===== src/rtl/paddle_ctrl_if.sv =====
// Paddle control bundle: player/AI inputs toward the controller, paddle status back to the game.
// master = game side driving buttons and ball position, slave = paddle_ctrl.
interface paddle_ctrl_if #(
    parameter int POS_W = 10
);
    logic             btn_up;
    logic             btn_down;
    logic             auto_en;
    logic [POS_W-1:0] ball_y;
    logic [POS_W-1:0] pos_y;
    logic [2:0]       speed;
    logic             moving;
    logic             at_limit;

    modport master (
        output btn_up, btn_down, auto_en, ball_y,
        input  pos_y, speed, moving, at_limit
    );

    modport slave (
        input  btn_up, btn_down, auto_en, ball_y,
        output pos_y, speed, moving, at_limit
    );
endinterface


===== src/rtl/paddle_ctrl.sv =====
// Pong paddle position controller: tick divider, hold-to-accelerate manual motion,
// clamped range and an auto-track mode that follows ball_y at one step per tick.
module paddle_ctrl #(
    parameter int TICK_DIV_W  = 17,
    parameter int POS_W       = 10,
    parameter int POS_MIN     = 10,
    parameter int POS_MAX     = 470,
    parameter int POS_INIT    = 60,
    parameter int VMAX        = 4,
    parameter int ACCEL_TICKS = 8
) (
    input logic         clk,
    input logic         rst,
    paddle_ctrl_if.slave pif
);
    localparam int HOLD_W = (ACCEL_TICKS > 1) ? $clog2(ACCEL_TICKS) : 1;
    localparam logic [POS_W:0]    PMIN   = (POS_W+1)'(POS_MIN);
    localparam logic [POS_W:0]    PMAX   = (POS_W+1)'(POS_MAX);
    localparam logic [2:0]        VMAX_L = 3'(VMAX);
    localparam logic [HOLD_W-1:0] HOLD_LAST = HOLD_W'(ACCEL_TICKS - 1);

    typedef enum logic [1:0] {IDLE, MOVE_UP, MOVE_DN} state_e;

    logic [TICK_DIV_W-1:0] div_cnt_q;
    logic                  tick_q;
    state_e                state_q, state_d;
    logic [POS_W-1:0]      pos_q, pos_d;
    logic [2:0]            speed_q, speed_d;
    logic [HOLD_W-1:0]     hold_q, hold_d;

    logic                  req_up, req_dn;
    state_e                req_st;
    logic [POS_W:0]        pos_ext, step, sum;

    always_ff @(posedge clk) begin
        if (rst) begin
            div_cnt_q <= '0;
            tick_q    <= 1'b0;
            state_q   <= IDLE;
            pos_q     <= POS_W'(POS_INIT);
            speed_q   <= 3'd0;
            hold_q    <= '0;
        end else begin
            div_cnt_q <= div_cnt_q + 1'b1;
            tick_q    <= &div_cnt_q;
            state_q   <= state_d;
            pos_q     <= pos_d;
            speed_q   <= speed_d;
            hold_q    <= hold_d;
        end
    end

    always_comb begin
        state_d = state_q;
        pos_d   = pos_q;
        speed_d = speed_q;
        hold_d  = hold_q;
        req_up  = 1'b0;
        req_dn  = 1'b0;
        req_st  = IDLE;
        pos_ext = {1'b0, pos_q};
        step    = '0;
        sum     = '0;

        if (pif.auto_en) begin
            req_up = pif.ball_y < pos_q;
            req_dn = pif.ball_y > pos_q;
        end else begin
            req_up = pif.btn_up & ~pif.btn_down;
            req_dn = pif.btn_down & ~pif.btn_up;
        end

        if (tick_q) begin
            if (!req_up && !req_dn) begin
                state_d = IDLE;
                speed_d = 3'd0;
                hold_d  = '0;
            end else begin
                req_st = req_up ? MOVE_UP : MOVE_DN;
                // Auto mode never ramps, so a unit step can never overshoot ball_y.
                if (req_st != state_q || pif.auto_en) begin
                    state_d = req_st;
                    speed_d = 3'd1;
                    hold_d  = '0;
                end else if (hold_q == HOLD_LAST) begin
                    hold_d  = '0;
                    speed_d = (speed_q >= VMAX_L) ? VMAX_L : speed_q + 3'd1;
                end else begin
                    hold_d  = hold_q + 1'b1;
                end

                step = {{(POS_W-2){1'b0}}, speed_d};
                if (req_up) begin
                    pos_d = (pos_ext >= PMIN + step) ? POS_W'(pos_ext - step) : POS_W'(PMIN);
                end else begin
                    sum   = pos_ext + step;
                    pos_d = (sum > PMAX) ? POS_W'(PMAX) : POS_W'(sum);
                end
            end
        end
    end

    assign pif.pos_y    = pos_q;
    assign pif.speed    = speed_q;
    assign pif.moving   = (state_q != IDLE);
    assign pif.at_limit = (pos_q == POS_W'(POS_MIN)) || (pos_q == POS_W'(POS_MAX));
endmodule


===== src/flat_wrapper.sv =====
// flat-port wrapper written by rule: the top's interface ports become plain ports
module paddle_ctrl_flat 
#(
    parameter int TICK_DIV_W  = 17,
    parameter int POS_W       = 10,
    parameter int POS_MIN     = 10,
    parameter int POS_MAX     = 470,
    parameter int POS_INIT    = 60,
    parameter int VMAX        = 4,
    parameter int ACCEL_TICKS = 8
)
  (clk, rst, pif_btn_up, pif_btn_down, pif_auto_en, pif_ball_y, pif_pos_y, pif_speed, pif_moving, pif_at_limit);
  paddle_ctrl_if #(.POS_W(POS_W)) pif_i ();
  input logic clk;
  input logic rst;
  input wire logic [$bits(pif_i.btn_up)-1:0] pif_btn_up;
  input wire logic [$bits(pif_i.btn_down)-1:0] pif_btn_down;
  input wire logic [$bits(pif_i.auto_en)-1:0] pif_auto_en;
  input wire logic [$bits(pif_i.ball_y)-1:0] pif_ball_y;
  output wire logic [$bits(pif_i.pos_y)-1:0] pif_pos_y;
  output wire logic [$bits(pif_i.speed)-1:0] pif_speed;
  output wire logic [$bits(pif_i.moving)-1:0] pif_moving;
  output wire logic [$bits(pif_i.at_limit)-1:0] pif_at_limit;
  assign pif_i.btn_up = pif_btn_up;
  assign pif_i.btn_down = pif_btn_down;
  assign pif_i.auto_en = pif_auto_en;
  assign pif_i.ball_y = pif_ball_y;
  assign pif_pos_y = pif_i.pos_y;
  assign pif_speed = pif_i.speed;
  assign pif_moving = pif_i.moving;
  assign pif_at_limit = pif_i.at_limit;
  paddle_ctrl #(.TICK_DIV_W(TICK_DIV_W), .POS_W(POS_W), .POS_MIN(POS_MIN), .POS_MAX(POS_MAX), .POS_INIT(POS_INIT), .VMAX(VMAX), .ACCEL_TICKS(ACCEL_TICKS)) u_core (.clk(clk), .rst(rst), .pif(pif_i));
endmodule

===== config.mk =====
export PLATFORM = sky130hd
export DESIGN_NAME = paddle_ctrl_flat
export DESIGN_NICKNAME = d
export VERILOG_FILES = /design/src/rtl/paddle_ctrl_if.sv /design/src/rtl/paddle_ctrl.sv /design/src/flat_wrapper.sv
export SDC_FILE = /design/constraint.sdc
export NUM_CORES = 1
export LEC_CHECK = 0
export CORE_MARGIN = 5
export CORE_UTILIZATION = 25
export DETAILED_ROUTE_END_ITERATION = 6
export GPL_TIMING_DRIVEN = 0
export PLACE_DENSITY = 0.4
export SYNTH_ARGS = -nofsm -noshare
export SYNTH_HDL_FRONTEND = slang
export SYNTH_SLANG_ARGS = --single-unit

===== constraint.sdc =====
create_clock -name clk -period 7.95 [get_ports clk]
set_input_delay 2.385 -clock clk [delete_from_list [all_inputs] [get_ports clk]]
set_output_delay 2.385 -clock clk [all_outputs]
set_load 0.01 [all_outputs]

# Word-level counts from Yosys, hierarchy flattened
# Index checks and enable logic that the tools add are counted.
[totals]
ff_bits = 36
in_bits = 15
output_inout_bits = 15
[op_classes]
add_sub_neg = 6
order_cmp = 5
n_eq_ne = 4
muxes = 17
bitwise_logic = 5
n_reduce_logical = 10
[op_table]
columns = ["cell", "count"]
rows = [
  ["two-way mux 10 bit", 3],
  ["two-way mux 3 bit", 9],
  ["adder 17 x 1 -> 17 bit (second input constant)", 1],
  ["AND reduction 17 bit", 1],
  ["adder 10 x 3 -> 11 bit", 1],
  ["greater-or-equal comparator 10 x 11 -> 1 bit", 1],
  ["greater-than comparator 11 x 9 -> 1 bit (second input constant)", 1],
  ["== test 10 x 4 -> 1 bit (second input constant)", 1],
  ["== test 10 x 9 -> 1 bit (second input constant)", 1],
  ["greater-than comparator 10 bit", 1],
  ["< comparator 10 bit", 1],
  ["subtractor 10 x 3 -> 10 bit", 1],
  ["adder 3 x 1 -> 3 bit (second input constant)", 2],
  ["two-way mux 2 bit", 3],
  ["adder 4 x 3 -> 5 bit (first input constant)", 1],
  ["AND reduction 2 bit", 2],
  ["nonzero test 2 bit", 2],
  ["== test 3 bit (second input constant)", 1],
  ["greater-or-equal comparator 3 bit (second input constant)", 1],
  ["NOT 1 bit", 3],
  ["AND 1 bit", 2],
  ["logical NOT 1 bit", 2],
  ["logical OR 1 bit", 2],
  ["two-way mux 1 bit", 2],
  ["other kinds (2)", 2],
]

# Depth between registers and ports, before layout
# Gate-level depths: netlist (run 1).
[logic_depth]
word_depth = 13
mapped_depth = 16
depth_no_buf = 16

# Worst setup path before layout (run 1)
# Ideal clock, no wire load.
[synth_timing]
kind = "in2reg"
from = "input port pif_btn_up"
to = "register u_core.pos_q[0] (netlist: u_core.pif.pos_y[0])"
setup_ps = 117
arrival_ps = 5241
required_time_ps = 7833
path_slack_ps = 2592
stages = 14
n_path_buf = 0
path_cell_list = "nor2b_1 nand3b_1 a21oi_1 o211ai_1 ha_1 inv_1 fa_1 or2_2 o32ai_1 a21oi_1 o41ai_1 o211ai_1 a32o_2 a32o_1"
[synth_via]
elab_chain_len = 12
word_cells_on_any_way = 24
[synth_lines]
columns = ["element", "line_no", "rtl"]
rows = [
  ["start, declared", "flat_wrapper.sv:16", "input wire logic [$bits(pif_i.btn_up)-1:0] pif_btn_up;"],
  ["AND 1 bit", "paddle_ctrl.sv:69", "req_up = pif.btn_up & ~pif.btn_down;"],
  ["two-way mux 1 bit", "paddle_ctrl.sv:65", "if (pif.auto_en) begin"],
  ["two-way mux 2 bit", "paddle_ctrl.sv:79", "req_st = req_up ? MOVE_UP : MOVE_DN;"],
  ["!= test 2 bit", "paddle_ctrl.sv:81", "if (req_st != state_q || pif.auto_en) begin"],
  ["logical OR 1 bit", "paddle_ctrl.sv:81", ""],
  ["two-way mux 3 bit", "paddle_ctrl.sv:81", ""],
  ["two-way mux 3 bit", "paddle_ctrl.sv:74", "if (!req_up && !req_dn) begin"],
  ["two-way mux 3 bit", "paddle_ctrl.sv:73", "if (tick_q) begin"],
  ["adder 10 x 3 -> 11 bit / adder 4 x 3 -> 5 bit (equally long branches)", "paddle_ctrl.sv:96, paddle_ctrl.sv:94", ""],
  ["greater-than comparator 11 x 9 -> 1 bit / greater-or-equal comparator 10 x 11 -> 1 bit (equally long branches)", "paddle_ctrl.sv:97, paddle_ctrl.sv:94", ""],
  ["two-way mux 10 bit, on equally long branches", "paddle_ctrl.sv:97, paddle_ctrl.sv:94", ""],
  ["two-way mux 10 bit", "paddle_ctrl.sv:93", "if (req_up) begin"],
  ["end signal, assigned", "paddle_ctrl.sv:40", "pos_q <= POS_W'(POS_INIT);"],
  ["end signal, assigned", "paddle_ctrl.sv:47", "pos_q <= pos_d;"],
  ["end, declared", "paddle_ctrl.sv:27", "logic [POS_W-1:0] pos_q, pos_d;"],
]
# Several ways; a longest one is shown, not always the timed one. The select of a mux whose other input is x is not followed.
# A chain may end at the register's enable or synchronous reset.

# Final worst setup path (run 1)
# Ends and elaborated chain as after synthesis.

==> impl_results.rst, run 1 <==
.. list-table::
   :header-rows: 1

   * - Metric
     - Value
   * - Flip-flop and latch count after synthesis
     - 36
   * - Critical path class
     - in2reg
   * - CTS tree
     - done
   * - Final Hold Vio Count
     - 0
   * - Worst path slowest cell
     - sky130_fd_sc_hd__clkdlybuf4s50_1
   * - Post-synth EDFFs
     - 0
   * - Cell-by-cell listing of the critical path
     - clkdlybuf4s50_1 > nor2b_1 > nand3b_1 > a21oi_1 > o211ai_1 > ha_1 > inv_1 > fa_1 > or2_2 > o32ai_1 > a21oi_1 > o41ai_1 > o211ai_1 > a32o_2 > a32o_1
   * - Ranking of synthesized cells by instance count
     - sky130_fd_sc_hd__nor2_1, sky130_fd_sc_hd__dfxtp_1, sky130_fd_sc_hd__ha_1
   * - CTS Buffer Depth
     - 2
   * - Sum of negative setup slack
     - 0 ns
   * - Wire length per cell
     - 15.22 um
   * - Overall power after layout
     - ~380 uW
   * - Count of standard-cell rows
     - 37
   * - Number of standard cells after synthesis
     - 333
   * - Sw power
     - 92.46 uW
   * - Cell types with the largest area share after synthesis
     - sky130_fd_sc_hd__dfxtp_1, sky130_fd_sc_hd__ha_1, sky130_fd_sc_hd__nor2_1, sky130_fd_sc_hd__xor2_1, sky130_fd_sc_hd__inv_1
   * - Period minus WS final
     - 6.249 ns
   * - Sequential element share of the synthesized area
     - 27.16%
   * - Power density over the cells
     - about 120 nW/um^2
   * - Diodes inserted
     - 0
   * - Count of instances resized after the clock tree is built
     - 0
   * - Clock latency of the later-clocked register in the worst-skew pair
     - ~0.29 ns
   * - Initial antenna violation count
     - 0
   * - Async set or reset register ratio after synthesis
     - 0%
   * - Unrepaired setup endpoints after global routing
     - no
   * - H-tree Lvls
     - 2
   * - Proportion of netlist area held by the largest area contributor
     - 27.16%
   * - All-layer global routing usage
     - about an eighth
   * - Most common cell in the synthesized netlist
     - sky130_fd_sc_hd__nor2_1
   * - Proportion of layout cells with a drive suffix above 1
     - between 5 and 6%
   * - Dpl ws
     - 1.380 ns
   * - Number of sinks driven by the clock tree
     - 36
   * - Total CTS buffers
     - 5
   * - Residual DRC
     - 0
   * - Uppermost metal layer occupied by signal nets
     - met4
   * - Setup repair bufs after CTS
     - 0
   * - Top_reg_cell synth
     - sky130_fd_sc_hd__dfxtp_1
   * - Met1 layer wirelength in the final routing
     - between 3000 and 4000 um
   * - Hpwl dp
     - ~6000 um
   * - Number of inserted filler cells in the final layout
     - 1116
   * - Combinational Power Share
     - between 7 and 8%
   * - IR Drop Worst-Case VDD
     - 0.09340 mV
   * - Max Clock Freq
     - 160.0 MHz
   * - NumNets Final
     - 410
   * - Tightest Hold Check Type
     - reg2reg
   * - Count of TritonRoute iterations in the first routing pass
     - 4
   * - Post-route clock period utilization
     - 78.60%
   * - Endpoint kind of the worst setup timing path
     - flip-flop
   * - Tightest Pin Transition
     - 0.8411 ns
   * - Delay of the slowest cell on the worst path
     - 0.50 ns
   * - Wire length on met2
     - 3479 um
   * - Internal power consumption
     - 287.6 uW
   * - Relative slew margins
     - 43.93%
   * - Vias after detailed routing
     - 2463
   * - Clock-pin slew of the registers on the worst-case setup and hold paths
     - 0.08 ns
   * - Number of distinct standard cells referenced by the synthesized netlist
     - 58
   * - Type of element launching the critical path
     - input pin
   * - Largest net degree at the start of global routing
     - 13
   * - ANT nets after route
     - 0
   * - Detailed-route vias per instance
     - 4.887
   * - CORE AREA
     - 10320 sq um
   * - Clock tree root buffer cell
     - sky130_fd_sc_hd__clkbuf_8
   * - Leakage power
     - roughly 1.2 nW
   * - Final global-route overflow total
     - 0
   * - Initial core utilization
     - 25.71%
   * - Vias in the first global route
     - 2395
   * - Initial DRC count
     - 74
   * - Input/output buffers
     - 27
   * - Number of slew-limit violations in the final report
     - 0
   * - Number of maximum-capacitance constraint violations
     - 0
   * - Die area
     - between 10000 and 15000 sq um
   * - Arrival time of the worst setup path
     - 6.43 ns
   * - Final setup skew
     - 0.01101 ns
   * - CTS Hold Buffers Added
     - 0
   * - Die Height
     - 113.0 um
   * - Sequential Power Share
     - 48.0%
   * - Count of synthesis-stage warnings from yosys
     - 0
   * - Ports
     - 30
   * - Mean cell area of the mapped netlist
     - about 8 sq um
   * - Relative area change from synthesis to final layout
     - 20.79%
   * - Clk network pwr share
     - between 40% and 50%
   * - Outcome
     - complete, no violations
   * - Number of setup violations in the final report
     - 0
   * - Total detailed-routing wirelength
     - 7671 um
   * - Synthesized Nets
     - 376
   * - Top fanout value on the critical path
     - 5
   * - Switching portion of total power
     - approximately a quarter
   * - Data required time of the worst path
     - 8.13 ns
   * - Final setup margin
     - 1.701 ns
   * - Netlist Area Pre-Place
     - 2654 sq um
   * - Width of the die
     - 113.0 um
   * - Most area-hungry cell type in the Yosys netlist
     - sky130_fd_sc_hd__dfxtp_1
   * - Total met3 wirelength after detailed routing
     - roughly 330 um
   * - Gpl congestion
     - 0.7870
   * - First-pass GRT wire length
     - roughly 13000 um
-- final timing paths --
path         cells after the start                start                  end  slack, ns
max                             15           pif_btn_up  u_core.pif.pos_y[0]       1.70
min                              1  u_core.div_cnt_q[0]  u_core.div_cnt_q[0]       0.46
max reg2reg                     13     u_core.hold_q[0]  u_core.pif.pos_y[0]       4.03
min reg2reg                      1  u_core.div_cnt_q[0]  u_core.div_cnt_q[0]       0.46
-- flip-flops by register name (all words and copies together), names as in the netlist --
| signal | count |
|---|---|
| u_core.hold_q | 3 |
| u_core.state_q | 2 |
| u_core.pif.pos_y | 10 |
| u_core.tick_q | 1 |
| u_core.pif.speed | 3 |
| u_core.div_cnt_q | 17 |
-- power by group through the flow --
stage | Clock [mW] | Combinational, mW | Sequential, mW
final | 0.167 | 0.0301 | 0.183
after global routing | 0.182 | 0.0337 | 0.183
after CTS | 0.172 | 0.0306 | 0.182
after detailed placement | 0 | 0.0301 | 0.187
after global placement | 0 | 0.0304 | 0.187
after floorplan | 0 | 0.0177 | 0.187
-- cell type report --
cell class / count / area [sq um] / share of cell area [%]
Multi-Input combinational cell: 259 / 1772 / 55.27
Clock buffer: 5 / 68.82 / 2.147
Sequential cell: 36 / 720.7 / 22.48
Inverter: 24 / 90.09 / 2.810
Clock inverter: 3 / 42.54 / 1.327
Tap cell: 136 / 170.2 / 5.308
Buffer: 14 / 71.32 / 2.225
Timing Repair Buffer: 27 / 270.3 / 8.431
-- stage by stage --
stage	hold slack [ns]	utilization, %	std cells	cell area [sq um]
after global placement	0.4321	29.97	496	3094
after floorplan	0.4175	-	333	2654
after global routing	0.4808	31.05	504	3206
after detailed placement	0.4424	29.97	496	3094
after CTS	0.4582	31.05	504	3206
final	0.4585	31.05	504	3206
-- worst max-delay path: cells and delay by family --
kind | cells | cell delay, ns
fa+ha+maj | 2 | 0.68
buf+inv | 2 | 0.56
compound gates | 8 | 2.13
simple gates | 3 | 0.67
-- per-layer routing --
| metal | vias up | global-route usage, % |
|---|---|---|
| li1 | 1267 | - |
| met1 | 1117 | 15.47 |
| met2 | 63 | 19.59 |
| met3 | 16 | 2.674 |
| met4 | 0 | 5.288 |
| met5 | - | 0 |
-- cells by family after synthesis --
kind of cell / synth area share, %
and+or+nand+nor: 25.41
AOI/OAI and AO/OA: 20.79
buffers and inverters: 6.082
DFF: 27.16
adders and majority gates: 13.77
xor gates and xnor gates: 5.280
muxes: 1.509
-- placed cells by master (no fill, tap or decap), types with 3 or more instances in the layout --
cell	count
sky130_fd_sc_hd__or3_1	4
sky130_fd_sc_hd__and2_1	5
sky130_fd_sc_hd__o221ai_1	3
sky130_fd_sc_hd__xnor2_1	5
sky130_fd_sc_hd__clkbuf_8	5
sky130_fd_sc_hd__a21oi_1	13
sky130_fd_sc_hd__ha_1	26
sky130_fd_sc_hd__nand2b_1	4
sky130_fd_sc_hd__xor2_1	11
sky130_fd_sc_hd__buf_2	3
sky130_fd_sc_hd__or2_2	3
sky130_fd_sc_hd__and3_1	6
sky130_fd_sc_hd__nor2_1	38
sky130_fd_sc_hd__nand3b_1	3
sky130_fd_sc_hd__inv_1	24
sky130_fd_sc_hd__nand3_1	14
sky130_fd_sc_hd__mux2i_1	4
sky130_fd_sc_hd__nor2b_1	10
sky130_fd_sc_hd__clkdlybuf4s50_1	27
sky130_fd_sc_hd__nor3_1	9
sky130_fd_sc_hd__o21ai_0	17
sky130_fd_sc_hd__nor4_1	3
sky130_fd_sc_hd__clkbuf_1	9
sky130_fd_sc_hd__a211oi_1	6
sky130_fd_sc_hd__dfxtp_1	36
sky130_fd_sc_hd__nand2_1	24
sky130_fd_sc_hd__o41ai_1	3
sky130_fd_sc_hd__a31oi_1	5
sky130_fd_sc_hd__nand4_1	3
No activity file was read; power rests on OpenSTA's default activity.
==> run 2: changes to the inputs <==
Settings changed: PLACE_DENSITY 0.4 to 0.41.
Clock period 7.95 ns to 5.6 ns, I/O delays scaled along.
==> impl_results.rst, run 2 (synthesized netlist as in run 1, its figures left out) <==
.. list-table::
   :header-rows: 1

   * - Metric
     - Value
   * - Outcome
     - complete, no violations
   * - Count of placed standard cells in the final layout, fillers left out
     - 505 (+0.20%)
   * - Relative area change from synthesis to final layout
     - 23.29%
   * - Leading cell type in the layout, fill and taps excluded
     - sky130_fd_sc_hd__nor2_1
   * - Number of flip-flops in the largest register
     - 17 (unchanged)
   * - Diodes inserted
     - 0 (unchanged)
   * - Post-Route Utilization
     - 31.69% (+0.64 points)
   * - Number of sinks driven by the clock tree
     - 36 (unchanged)
   * - Ports
     - 30 (unchanged)
   * - CORE AREA
     - 10320 sq um (unchanged)
   * - Overall power after layout
     - 623.8 uW (+64%)
   * - Detailed-route vias per instance
     - 4.875 (-0.24%)
   * - Register name with the most flops
     - u_core.div_cnt_q
   * - Die area
     - 12780 sq um (unchanged)
   * - Initial core utilization
     - 25.71% (unchanged)
   * - Most frequent cells in the layout
     - sky130_fd_sc_hd__nor2_1, sky130_fd_sc_hd__dfxtp_1, sky130_fd_sc_hd__clkdlybuf4s50_1
   * - All-layer global routing usage
     - 11.91% (-0.21 points)
   * - Placed Cells incl. Taps
     - 496 (unchanged)
   * - Vias in the first global route
     - 2443 (+2.0%)
   * - ANT nets after route
     - 0 (unchanged)
   * - Number of setup violations in the final report
     - 0 (unchanged)
   * - Endpoint kind of the worst setup timing path
     - flip-flop
   * - Dpl ws
     - -0.2758 ns (-1.656 ns)
   * - Met1 track demand over resource
     - 15.16% (-0.32 points)
   * - Number of maximum-capacitance constraint violations
     - 0 (unchanged)
   * - Count of TritonRoute iterations in the first routing pass
     - 4 (unchanged)
   * - Sum of negative setup slack
     - 0 ns (unchanged)
   * - Initial DRC count
     - 112 (+51%)
   * - IR Drop Worst-Case VDD
     - 0.1002 mV (+7.2%)
   * - Die Height
     - 113.0 um (unchanged)
   * - Unrepaired setup endpoints after global routing
     - no
   * - Clock-pin slew of the registers on the worst-case setup and hold paths
     - 0.08 ns (about the same)
   * - Clock tree root buffer cell
     - sky130_fd_sc_hd__clkbuf_8
   * - Total detailed-routing wirelength
     - 7663 um (-0.10%)
   * - NumNets Final
     - 411 (+0.24%)
   * - Type of element launching the critical path
     - input pin
   * - Most used routing layer
     - met2
   * - Critical path class
     - in2reg
   * - Clock latency of the later-clocked register in the worst-skew pair
     - 0.29 ns (about the same)
   * - Proportion of layout cells with a drive suffix above 1
     - 6.504% (+0.80 points)
   * - Number of slew-limit violations in the final report
     - 0 (unchanged)
   * - Width of the die
     - 113.0 um (unchanged)
   * - Relative slew margins
     - 39.12% (-4.8 points)
   * - First-pass GRT wire length
     - 12410 um (-1.1%)
   * - Vias after detailed routing
     - 2462 (-0.041%)
   * - Total CTS buffers
     - 5 (unchanged)
   * - Delay of the slowest cell on the worst path
     - 0.54 ns (+0.04 ns)
   * - Tightest Pin Transition
     - 0.9133 ns (+0.07217 ns)
   * - CTS Buffer Depth
     - 2 (unchanged)
   * - Met3 layer usage reported by global route
     - 2.620% (-0.053 points)
   * - GRT met2 Usage
     - 20.42% (+0.83 points)
   * - Cell-by-cell listing of the critical path
     - clkdlybuf4s50_1 > nor2b_1 > nand3b_1 > a21oi_2 > and2_1 > inv_1 > fa_1 > o21ba_2 > nor3_1 > nand3_1 > o41ai_1 > o211ai_1 > a32o_2 > a32o_1
   * - Hpwl dp
     - 5951 um (+0.18%)
   * - Power density over the cells
     - 190.7 nW/um^2 (+61%)
   * - Largest net degree at the start of global routing
     - 13 (unchanged)
   * - Gpl congestion
     - 0.8383 (+6.5%)
   * - CTS tree
     - done
   * - Leakage power
     - 1.262 nW (+3.1%)
   * - Tightest Hold Check Type
     - reg2reg
   * - Data required time of the worst path
     - 5.78 ns (-2.35 ns)
   * - Worst path slowest cell
     - sky130_fd_sc_hd__fa_1
   * - Residual DRC
     - 0 (unchanged)
   * - Period minus WS final
     - 5.312 ns
   * - Arrival time of the worst setup path
     - 5.50 ns (-0.93 ns)
   * - Final setup skew
     - 0.008730 ns (-0.002281 ns)
   * - Initial antenna violation count
     - 0 (unchanged)
   * - Post-route clock period utilization
     - a little over nine tenths
   * - Input/output buffers
     - 27 (unchanged)
   * - Final Hold Vio Count
     - 0 (unchanged)
   * - CTS Hold Buffers Added
     - 0 (unchanged)
   * - Final global-route overflow total
     - 0 (unchanged)
   * - Count of standard-cell rows
     - 37 (unchanged)
   * - Max Clock Freq
     - between 150 and 200 MHz
   * - Final setup margin
     - 0.2878 ns (-1.413 ns)
   * - H-tree Lvls
     - 2 (unchanged)
   * - Top fanout value on the critical path
     - 6 (+1)
   * - Register-to-register path setup slack
     - 1.59 ns (-2.44 ns)
   * - Wire length per cell
     - 15.17 um (-0.30%)
-- run 2: cell types whose count changed in the layout (fill, tap and decap cells not counted), sizes merged --
cell / previous run / this run
clkinv: 1 / 0
buf: 5 / 6
bufinv: 1 / 3
clkinvlp: 1 / 0
-- run 2: per-layer routing --
| metal | wire length [um] | vias up |
|---|---|---|
| li1 | - | 1275 |
| met4 | 91 | 0 |
| met3 | 319 | 8 |
| met5 | 0 | - |
| met1 | 3674 | 1123 |
| met2 | 3577 | 56 |
-- run 2: per-stage QoR --
| step | hold WS [ns] | instance area, sq um |
|---|---|---|
| floorplan | 0.4175 | 2654 |
| global placement | 0.4315 | 3094 |
| detailed placement | 0.4368 | 3094 |
| CTS | 0.4567 | 3253 |
| global route | 0.4809 | 3272 |
| finish | 0.4514 | 3272 |
-- run 2: layout make-up --
cell class	instances	area, sq um
Clock buffer	5	68.82
Buffer	14	71.32
Sequential cell	36	720.7
Clock inverter	3	90.09
Fill cell	1111	7052
Timing Repair Buffer	28	277.8
Inverter	24	90.09
Tap cell	136	170.2
Multi-Input combinational cell	259	1783
-- run 2: worst paths after layout --
path	from	end	cells past startpoint
max	pif_btn_up	u_core.pif.pos_y[0]	14
min	u_core.div_cnt_q[0]	u_core.div_cnt_q[0]	1
max reg2reg	u_core.hold_q[0]	u_core.pif.pos_y[5]	15
min reg2reg	u_core.div_cnt_q[0]	u_core.div_cnt_q[0]	1
-- run 2: what timing repair did --
item / CTS / global route
buffers inserted: 0 / 1
setup endpoints to repair: 0 / 7
gates resized for setup: 0 / 2
-- run 2: report_power, final --
group	leakage [nW]	internal [mW]	switching, mW	total, mW
combinational	0.893	0.0187	0.0242	0.0429
clock	0.0784	0.223	0.0989	0.322
sequential	0.291	0.258	0.00151	0.259
-- run 2: critical path, delay by kind of cell --
kind	cells	cell delay, ns
compound gates	6	1.39
fa+ha+maj	1	0.54
buf+inv	2	0.64
simple gates	5	1.23
==> run 3: changes to the inputs <==
Settings changed: ABC_AREA set to 1, CAP_MARGIN set to 20, PLACE_DENSITY 0.41 to 0.4.
Clock period 5.6 ns to 6.8 ns, I/O delays scaled along.
==> impl_results.rst, run 3 <==
.. list-table::
   :header-rows: 1

   * - Metric
     - Value
   * - Outcome
     - complete, no violations
   * - Cell count of the worst hold path
     - 1 (unchanged)
   * - Setup repair bufs after CTS
     - 0 (unchanged)
   * - Arrival time of the worst setup path
     - 5.69 ns (+0.19 ns)
   * - Die Height
     - 114.4 um (+1.2%)
   * - Register-to-register path setup slack
     - 2.70 ns (+1.11 ns)
   * - Met1 track demand over resource
     - 14.34% (-0.82 points)
   * - Mean cell area of the mapped netlist
     - 6.641 sq um (-17%)
   * - Count of synthesis-stage warnings from yosys
     - 0 (unchanged)
   * - Clk network pwr share
     - 40.0% (-12 points)
   * - Top_reg_cell synth
     - sky130_fd_sc_hd__dfxtp_1
   * - Relative area change from synthesis to final layout
     - 20.27%
   * - Count of instances resized after the clock tree is built
     - 0 (unchanged)
   * - Source of the worst hold timing path
     - u_core.div_cnt_q[0]
   * - Ranking of synthesized cells by instance count
     - sky130_fd_sc_hd__nand2_1, sky130_fd_sc_hd__inv_1, sky130_fd_sc_hd__nor2_1
   * - Endpoint with the worst hold slack
     - u_core.div_cnt_q[0]
   * - Ports
     - 30 (unchanged)
   * - Met3 layer usage reported by global route
     - 2.114% (-0.51 points)
   * - Tightest Pin Transition
     - 0.5430 ns (-0.3702 ns)
   * - Largest net degree at the start of global routing
     - 11 (-2)
   * - CTS Hold Buffers Added
     - 0 (unchanged)
   * - Unrepaired setup endpoints after global routing
     - no
   * - Most area-hungry cell type in the Yosys netlist
     - sky130_fd_sc_hd__dfxtp_1
   * - Input/output buffers
     - 28 (+3.7%)
   * - Number of inserted filler cells in the final layout
     - 1223 (+10%)
   * - Final setup skew
     - 0.007261 ns (-0.001469 ns)
   * - Async set or reset register ratio after synthesis
     - 0% (unchanged)
   * - Tightest Hold Check Type
     - reg2reg
   * - Data required time of the worst path
     - 6.97 ns (+1.19 ns)
   * - Die area
     - 13080 sq um (+2.4%)
   * - ANT nets after route
     - 0 (unchanged)
   * - Clock latency of the later-clocked register in the worst-skew pair
     - 0.28 ns (about the same)
   * - Relative slew margins
     - 63.80% (+25 points)
   * - Proportion of layout cells with a drive suffix above 1
     - 8.539% (+2.0 points)
   * - Total detailed-routing wirelength
     - 7089 um (-7.5%)
   * - Endpoint kind of the worst setup timing path
     - flip-flop
   * - Sum of negative setup slack
     - 0 ns (unchanged)
   * - Top fanout value on the critical path
     - 8 (+2)
   * - Clock-pin slew of the registers on the worst-case setup and hold paths
     - 0.07 ns (about the same)
   * - Power density over the cells
     - 126.5 nW/um^2 (-34%)
   * - Wire length per cell
     - 12.12 um (-20%)
   * - All-layer global routing usage
     - 11.04% (-0.87 points)
   * - Type of element launching the critical path
     - input pin
   * - Cell types with the largest area share after synthesis
     - sky130_fd_sc_hd__dfxtp_1, sky130_fd_sc_hd__nand2_1, sky130_fd_sc_hd__ha_1, sky130_fd_sc_hd__inv_1, sky130_fd_sc_hd__nor2_1
   * - H-tree Lvls
     - 2 (unchanged)
   * - Critical path class
     - in2reg
   * - Number of flip-flops in the largest register
     - 17 (unchanged)
   * - Depth of the most critical reg-to-reg path
     - 28 (+13)
   * - Count of TritonRoute iterations in the first routing pass
     - 4 (unchanged)
   * - Vias in the first global route
     - 2384 (-2.4%)
   * - Number of sinks driven by the clock tree
     - 36 (unchanged)
   * - Period minus WS final
     - around 5.5 ns
   * - Proportion of netlist area held by the largest area contributor
     - 26.47% (-0.69 points)
   * - Gpl congestion
     - 0.8000 (-4.6%)
   * - Leakage power
     - 1.379 nW (+9.3%)
   * - Worst reg2reg path endpoint
     - u_core.pif.pos_y[7]
   * - IR Drop Worst-Case VDD
     - 0.09364 mV (-6.5%)
   * - Vias after detailed routing
     - 2519 (+2.3%)
   * - Final global-route overflow total
     - 0 (unchanged)
   * - Number of distinct standard cells referenced by the synthesized netlist
     - 35 (-40%)
   * - Sequential Power Share
     - 51.5% (+10 points)
   * - Sequential element share of the synthesized area
     - 26.47% (-0.69 points)
   * - Worst path slowest cell
     - sky130_fd_sc_hd__clkdlybuf4s50_1
   * - CTS tree
     - done
   * - NumNets Final
     - 488 (+19%)
   * - Post-route clock period utilization
     - 81.14%
   * - Switching portion of total power
     - 23.14% (+3.2 points)
   * - Number of maximum-capacitance constraint violations
     - 0 (unchanged)
   * - Residual DRC
     - 0 (unchanged)
   * - Diodes inserted
     - 0 (unchanged)
   * - Width of the die
     - 114.4 um (+1.2%)
   * - Hpwl dp
     - 5708 um (-4.1%)
   * - Initial core utilization
     - 25.34% (-0.37 points)
   * - Most frequent cells in the layout
     - sky130_fd_sc_hd__nand2_1, sky130_fd_sc_hd__inv_1, sky130_fd_sc_hd__nor2_1
   * - CORE AREA
     - 10750 sq um (+4.1%)
   * - Delay of the slowest cell on the worst path
     - 0.41 ns (-0.13 ns)
   * - Flip-flop and latch count after synthesis
     - 36 (unchanged)
   * - Sw power
     - 95.82 uW (-23%)
   * - CTS Buffer Depth
     - 2 (unchanged)
   * - Synthesized Nets
     - 453 (+20%)
   * - Internal power consumption
     - 318.2 uW (-36%)
   * - Final Hold Vio Count
     - 0 (unchanged)
   * - Max Clock Freq
     - 181.2 MHz
   * - Launching point of the worst reg2reg path
     - u_core.pif.pos_y[3]
   * - Detailed-route vias per instance
     - 4.306 (-12%)
   * - Netlist Area Pre-Place
     - 2723 sq um (+2.6%)
   * - Clock tree root buffer cell
     - sky130_fd_sc_hd__clkbuf_8
   * - Initial antenna violation count
     - 0 (unchanged)
   * - First-pass GRT wire length
     - 11650 um (-6.2%)
   * - CP top delay family
     - simple AND/OR/NAND/NOR gates
   * - Register name with the most flops
     - u_core.div_cnt_q
   * - WP buf/inv
     - 3 (+1)
   * - GRT met2 Usage
     - 19.20% (-1.2 points)
   * - Overall power after layout
     - 414.1 uW (-34%)
   * - Count of standard-cell rows
     - 38 (+2.7%)
   * - Number of slew-limit violations in the final report
     - 0 (unchanged)
   * - Number of setup violations in the final report
     - 0 (unchanged)
   * - Number of standard cells after synthesis
     - 410 (+23%)
   * - Leading cell type in the layout, fill and taps excluded
     - sky130_fd_sc_hd__nand2_1
   * - Cell type with the highest occurrence count on the critical path
     - sky130_fd_sc_hd__nand2_1
   * - Combinational Power Share
     - 8.6% (+1.7 points)
   * - Total CTS buffers
     - 5 (unchanged)
   * - Most used routing layer
     - met2
   * - Most common cell in the synthesized netlist
     - sky130_fd_sc_hd__nand2_1
   * - Initial DRC count
     - 92 (-18%)
   * - Post-synth EDFFs
     - 0 (unchanged)
run 3: cell count changes after synthesis, sizes merged, moves of 10 or more:
cell	delta
nor2b	-10
inv	+42
nor2	+15
nand2	+75
nand3	+14
a21oi	+20
run 3: final cells by class:
type                            count  area, sq um  share of cell area [%]
Sequential cell                    36        720.7                   22.01
Inverter                           66        250.2                   7.642
Clock buffer                        7        96.34                   2.942
Timing Repair Buffer               28        280.3                   8.559
Multi-Input combinational cell    300         1698                   51.85
Buffer                              8        53.80                   1.643
Tap cell                          140        175.2                   5.350
run 3: metrics by stage:
step / cells / worst slack, ns / util (%) / hold slack, ns / instance area [sq um]
CTS: 585 / 1.212 / 30.47 / 0.4491 / 3274
floorplan: 410 / 1.958 / - / 0.4175 / 2723
detailed placement: 578 / 0.9374 / 29.58 / 0.4386 / 3178
global route: 585 / 0.8079 / 30.47 / 0.4693 / 3274
global placement: 578 / 0.8930 / 29.58 / 0.4311 / 3178
finish: 585 / 1.282 / 30.47 / 0.4485 / 3274
run 3: kinds of logic (layout without fill, tap and decap cells):
group                      Yosys count  after routing  synth area share, %
xor gates and xnor gates            12             12                3.860
DFF                                 36             36                26.47
buffers and inverters               74            109                11.17
and+or+nand+nor                    203            203                34.33
AOI/OAI and AO/OA                   57             57                10.75
adders and majority gates           28             28                13.42
run 3: worst max-delay path by stage:
stage	start	end	slack, ns	cells past startpoint
after global placement	pif_ball_y[5]	u_core.pif.pos_y[5]	0.89	27
after floorplan	pif_ball_y[9]	u_core.pif.pos_y[7]	1.96	25
after detailed placement	pif_ball_y[5]	u_core.pif.pos_y[7]	0.94	27
after CTS	pif_ball_y[5]	u_core.pif.pos_y[5]	1.21	27
after global routing	pif_ball_y[5]	u_core.pif.pos_y[5]	0.81	27
final	pif_ball_y[5]	u_core.pif.pos_y[7]	1.28	27
run 3: metal layers:
| metal | up-vias | part of all wire, % |
|---|---|---|
| met5 | - | 0 |
| met4 | 0 | 0.48 |
| met3 | 4 | 2.9 |
| met2 | 26 | 48 |
| met1 | 1118 | 48 |
| li1 | 1371 | - |
run 3: power groups by stage:
stage	combinational [mW]	clock (mW)	sequential, mW
after floorplan	0.0218	0	0.218
final	0.0355	0.165	0.213
after global placement	0.0359	0	0.218
after detailed placement	0.0362	0	0.218
after CTS	0.0364	0.172	0.213
after global routing	0.0413	0.179	0.213
